File: config.mk
export PLATFORM = sky130hd
export DESIGN_NAME = hvsync_decoder
export DESIGN_NICKNAME = d
export VERILOG_FILES = /design/src/rtl/hvsync_decoder_pkg.sv /design/src/rtl/sync_edge_meter.sv /design/src/rtl/hvsync_decoder.sv
export SDC_FILE = /design/constraint.sdc
export NUM_CORES = 1
export LEC_CHECK = 0
export CAP_MARGIN = 15
export CORE_MARGIN = 2
export CORE_UTILIZATION = 45
export DETAILED_ROUTE_END_ITERATION = 7
export PLACE_DENSITY = 0.67
export RECOVER_POWER = 25
export SLEW_MARGIN = 0
export SYNTH_ARGS = -nofsm -noshare
export SYNTH_HDL_FRONTEND = slang
export SYNTH_SLANG_ARGS = --single-unit
File: constraint.sdc
create_clock -name clk -period 3.3 [get_ports clk]
set_clock_uncertainty 0.2 [all_clocks]
set_input_delay 0.66 -clock clk [delete_from_list [all_inputs] [get_ports clk]]
set_output_delay 0.66 -clock clk [all_outputs]
set_load 0.02 [all_outputs]
File: src/rtl/hvsync_decoder_pkg.sv
// Shared types for the hsync/vsync timing decoder.
// Lock FSM encoding and counter geometry.
package hvsync_decoder_pkg;

    localparam int CNT_W = 10;
    localparam logic [CNT_W-1:0] CNT_MAX = '1;
    localparam logic [CNT_W-1:0] CNT_TMO = {{(CNT_W-1){1'b1}}, 1'b0};

    typedef enum logic [1:0] {
        SEARCH = 2'd0,
        LINE   = 2'd1,
        FRAME  = 2'd2,
        LOCKED = 2'd3
    } sync_state_e;

endpackage

File: src/rtl/sync_edge_meter.sv
// One sync channel: polarity fold, trailing-edge pulse,
// saturating position counter and period capture/compare.
module sync_edge_meter
    import hvsync_decoder_pkg::*;
#(
    parameter logic POL = 1'b1
) (
    input  logic             clk,
    input  logic             reset,
    input  logic             sync,
    input  logic             inc,
    input  logic             restart,
    output logic             te,
    output logic [CNT_W-1:0] cnt,
    output logic [CNT_W-1:0] period,
    output logic             match
);

    logic             act;
    logic             act_q;
    logic             seen;
    logic [CNT_W-1:0] meas;

    assign act   = (sync == POL);
    assign te    = act_q && !act;
    assign meas  = cnt + CNT_W'(1);
    assign match = te && (meas == period);

    // The first edge after a restart only opens the measurement window.
    always_ff @(posedge clk or negedge reset) begin
        if (!reset) begin
            act_q  <= 1'b0;
            cnt    <= '0;
            period <= '0;
            seen   <= 1'b0;
        end else begin
            act_q <= act;
            if (te)
                cnt <= '0;
            else if (inc && cnt != CNT_MAX)
                cnt <= meas;
            if (te && seen && !restart)
                period <= meas;
            if (te)
                seen <= 1'b1;
            else if (restart)
                seen <= 1'b0;
        end
    end

endmodule

File: src/rtl/hvsync_decoder.sv
// Recovers hpos/vpos/display_on from a sync stream and
// qualifies line and frame timing before declaring lock.
module hvsync_decoder
    import hvsync_decoder_pkg::*;
#(
    parameter int   H_DISPLAY = 256,
    parameter int   H_BACK    = 60,
    parameter int   V_DISPLAY = 240,
    parameter int   V_TOP     = 18,
    parameter logic HSYNC_POL = 1'b1,
    parameter logic VSYNC_POL = 1'b1
) (
    input  logic       clk,
    input  logic       reset,
    input  logic       hsync,
    input  logic       vsync,
    output logic [8:0] hpos,
    output logic [8:0] vpos,
    output logic       display_on,
    output logic [9:0] line_len,
    output logic [9:0] frame_lines,
    output logic       locked
);

    localparam logic [CNT_W-1:0] H_LO = CNT_W'(H_BACK);
    localparam logic [CNT_W-1:0] H_HI = CNT_W'(H_BACK + H_DISPLAY);
    localparam logic [CNT_W-1:0] V_LO = CNT_W'(V_TOP);
    localparam logic [CNT_W-1:0] V_HI = CNT_W'(V_TOP + V_DISPLAY);

    sync_state_e      state;
    sync_state_e      state_nx;
    logic [1:0]       mcnt;
    logic [1:0]       mcnt_nx;
    logic             restart;
    logic             h_te;
    logic             v_te;
    logic             h_match;
    logic             v_match;
    logic             h_tmo;
    logic [CNT_W-1:0] h_cnt;
    logic [CNT_W-1:0] v_cnt;

    assign restart = (state == SEARCH);

    sync_edge_meter #(.POL(HSYNC_POL)) u_h (
        .clk     (clk),
        .reset   (reset),
        .sync    (hsync),
        .inc     (1'b1),
        .restart (restart),
        .te      (h_te),
        .cnt     (h_cnt),
        .period  (line_len),
        .match   (h_match)
    );

    sync_edge_meter #(.POL(VSYNC_POL)) u_v (
        .clk     (clk),
        .reset   (reset),
        .sync    (vsync),
        .inc     (h_te),
        .restart (restart),
        .te      (v_te),
        .cnt     (v_cnt),
        .period  (frame_lines),
        .match   (v_match)
    );

    // Timeout fires as h_cnt steps onto its saturation value.
    assign h_tmo = (h_cnt == CNT_TMO) && !h_te;

    always_comb begin
        state_nx = state;
        mcnt_nx  = mcnt;
        unique case (state)
            SEARCH: begin
                if (h_te)
                    state_nx = LINE;
            end
            LINE: begin
                if (h_te)
                    mcnt_nx = !h_match     ? 2'd0 :
                              mcnt == 2'd3 ? mcnt : mcnt + 2'd1;
                if (v_te && mcnt >= 2'd2)
                    state_nx = FRAME;
            end
            FRAME: begin
                if (v_te && v_match)
                    state_nx = LOCKED;
            end
            LOCKED: begin
                if ((h_te && !h_match) || (v_te && !v_match))
                    state_nx = LINE;
            end
        endcase
        if (h_tmo)
            state_nx = SEARCH;
        if (state_nx != LINE)
            mcnt_nx = 2'd0;
    end

    always_ff @(posedge clk or negedge reset) begin
        if (!reset) begin
            state  <= SEARCH;
            mcnt   <= 2'd0;
            locked <= 1'b0;
        end else begin
            state  <= state_nx;
            mcnt   <= mcnt_nx;
            locked <= (state_nx == LOCKED);
        end
    end

    assign display_on = locked &&
                        h_cnt >= H_LO && h_cnt < H_HI &&
                        v_cnt >= V_LO && v_cnt < V_HI;

    assign hpos = display_on ? 9'(h_cnt - H_LO) : 9'd0;
    assign vpos = display_on ? 9'(v_cnt - V_LO) : 9'd0;

endmodule

==> impl_metrics.env <==
export IMPL_power_share_clock_pct=16.6
export IMPL_drive_gt1_share_pct=9.93
export IMPL_nNetsFinal=427
export IMPL_grt_pass1_vias=2585
export IMPL_clock_root_buffer="clkbuf_8"
export IMPL_p_int_uw=1370
export IMPL_ys_warn_count=0
export IMPL_syn_area_per_cell_sq_um=8.84
export IMPL_dieArea_sq_mm=0.00802
export IMPL_gp_congestion=0.863
export IMPL_slew_headroom_pct=38.3
export IMPL_switching_share_pct=38.0
export IMPL_hold_path_class="input port to async pin"
export IMPL_wl_um=7470
export IMPL_antenna_found_initial=0
export IMPL_crit_path_start_kind="flop"
export IMPL_numCtsBuffers=5
export IMPL_cp_end_kind="output pin"
export IMPL_min_period_over_period_pct=95.0
export IMPL_endpoint="hpos[3]"
export IMPL_outcome="complete, no violations"
export IMPL_grt_max_degree=38
export IMPL_wl_per_cell_um=14.6
export IMPL_postRouteAntennaNets=0
export IMPL_viasPerCell=5.37
export IMPL_power_frac_comb_pct=43.4
export IMPL_ys_async_sr_fraction_pct=100
export IMPL_synth_edf_count=0
export IMPL_r2r_slack_ps=410
export IMPL_p_total_uw=2210
export IMPL_core_area_sq_mm=0.00718
export IMPL_crit_type="flop to output pin"
export IMPL_clk_path_buf_depth=2
export IMPL_slowest_delay_ps=390
export IMPL_vias=2750
export IMPL_p_leak_uw=0.00171
export IMPL_max_vdd_ir_drop_v=0.000346
export IMPL_h_tree_depth=2
export IMPL_cts_sinks=49
export IMPL_r2r_end="locked"
export IMPL_hold_viol=0
export IMPL_grt_pass1_wl_um=12300
export IMPL_cts_tree="built"
export IMPL_ys_seq_elements=49
export IMPL_hpwl_um=5510
export IMPL_ys_seq_area_share_pct=37.2
export IMPL_port_buffers=42
export IMPL_globalRouteOverflowTotal=0
export IMPL_die_y_um=89.6
export IMPL_cp_top_family="simple AND/OR/NAND/NOR gates"
export IMPL_drc=0
export IMPL_worst_ep_required_time_ps=2440
export IMPL_netlist_area_sq_mm=0.00330
export IMPL_setup_tns_ps=0
export IMPL_drtIter0Drc=104
export IMPL_final_core_util_pct=54.2
export IMPL_max_freq_ghz=0.319
export IMPL_tightestPinTransition_ps=926
export IMPL_cpMostUsedCell="nor2_1"
export IMPL_holdWs_ps=162
export IMPL_crit_chain="ha_1, nand3_1, nor3b_2, nor2_1, nor2_1, nand4_1, buf_4, inv_1, and2_1, clkdlybuf4s15_1"
export IMPL_rsz0062_at_grt="false"
export IMPL_reg2reg_depth=9
export IMPL_track_usage_pct=19.6
export IMPL_antenna_cells=0
export IMPL_setup_viol=0
export IMPL_path_clk_slew_ps=100
export IMPL_maxCapViolCount=0
export IMPL_layout_common_cells="dfrtp_1 (49), nor2_1 (45), xnor2_1 (28), nand2_1 (28), clkdlybuf4s50_1 (21)"
export IMPL_ioPinCount=44
export IMPL_drv_slew=0
export IMPL_rows=31
export IMPL_p_seq_share_pct=40.0
export IMPL_switchingPower_uw=841
export IMPL_mostFrequentLayoutCell="dfrtp_1"
export IMPL_die_w_um=89.6
export IMPL_power_density_mw_per_mm2=569
export IMPL_post_route_cell_area_sq_mm=0.00389
export IMPL_clk_insertion_delay_late_ps=310
export IMPL_synth_ff_type="dfrtp_1"
export IMPL_syn_inst=373
export IMPL_synth_cell_types=58
export IMPL_placed_cell_area_sq_mm=0.00382
export IMPL_syn2layout_area_growth_pct=18.0
export IMPL_fin_crit_ps=3140
export IMPL_critPathBufInv=3
export IMPL_cp_max_fo=12
export IMPL_slowest_stage="dfrtp_1"
export IMPL_worstPathArrival_ps=2280
export IMPL_reg2reg_from="u_v.cnt[1]"
export IMPL_syn_nets=388
export IMPL_cts_hold_buffers=0
export IMPL_critPathLaunch="u_h.cnt[2]"
export IMPL_cp_num_cells=10
export IMPL_start_util_pct=45.9
export IMPL_dr_pass1_iters=4
## state kept, by name, indices dropped and copies added (netlist names)
name and cells:
locked 1, mcnt 2, state 2, u_h.act_q 1
u_h.cnt 10, u_h.period 10, u_h.seen 1, u_v.act_q 1
u_v.cnt 10, u_v.period 10, u_v.seen 1
## power by group through the flow
stage                     Sequential, uW  Clock, uW  Combinational (uW)
after floorplan                      981          0                 538
after global placement               891          0                 956
after detailed placement             897          0                 966
after CTS                            885        376                 972
after global routing                 907        395                1050
final                                884        367                 960
## synthesized netlist by cell type (all sizes together) (5+ instances only)
cell	number	area share, %
nand2b	7	1.3
nor4	5	1.1
and3	7	1.5
nand4	8	1.5
nor2	45	5.1
nand3	20	3.0
o21ai	17	2.6
dfrtp	49	37
a21oi	20	3.0
ha	11	4.2
clkbuf	14	1.9
xor2	18	4.8
nor3	8	1.2
inv	13	1.5
nand2	28	3.2
xnor2	28	7.4
buf	14	2.7
## final cells by class
class,count,area (sq um)
Fill cell,695,3290
Multi-Input combinational cell,283,1880
Sequential cell,49,1230
Timing Repair Buffer,60,526
Tap cell,99,124
Clock buffer,7,76.3
Inverter,13,48.8
Clock inverter,1,7.51
## timing repair
item | 4_1_cts | 5_1_grt
setup endpoints to repair | 18 | 1
gates cloned | 0 | 0
setup buffers | 0 | 0
gates resized for setup | 18 | 3
## worst min path at each step
stage | start | to | cells after the start
after detailed placement | u_v.act_q | u_v.seen | 2
after global routing | reset | u_v.period[3] | 1
after CTS | reset | u_v.period[3] | 1
after floorplan | reset | locked | 0
final | reset | u_v.period[3] | 1
after global placement | u_v.act_q | u_v.seen | 2
## worst register-to-register path: stages (launching register included)
cell and delay, ps:
dfrtp_1 390, buf_4 170, ha_1 290, and3_4 230, and4_4 210, xor2_1 140, a2111o_1 460, nor4_2 350
o211a_2 260, and2_1 130
## kinds of logic (layout without fill, tap and decap cells)
logic type	after synthesis	after routing	synth area share [%]
other cells	1	1	0.114
fa+ha+maj	11	11	4.18
mux	3	3	1.02
xor+xnor	50	50	15.0
simple gates	150	150	23.2
flops	49	49	37.2
compound gates	68	68	13.3
buf+inv	41	81	6.11
## layer usage
layer	vias up	global-route usage, %	wire length, um
met1	1321	28.8	3700
met2	68	30.1	3390
met5	-	0	0
met4	0	6.65	110
met3	7	2.29	267
li1	1354	-	-
## through the flow
stage	std cells	setup slack (ps)
after floorplan	373	520
after global placement	504	233
after detailed placement	504	180
after CTS	512	92.1
after global routing	512	15.3
final	512	164
Power figures use the tool's default switching activity.
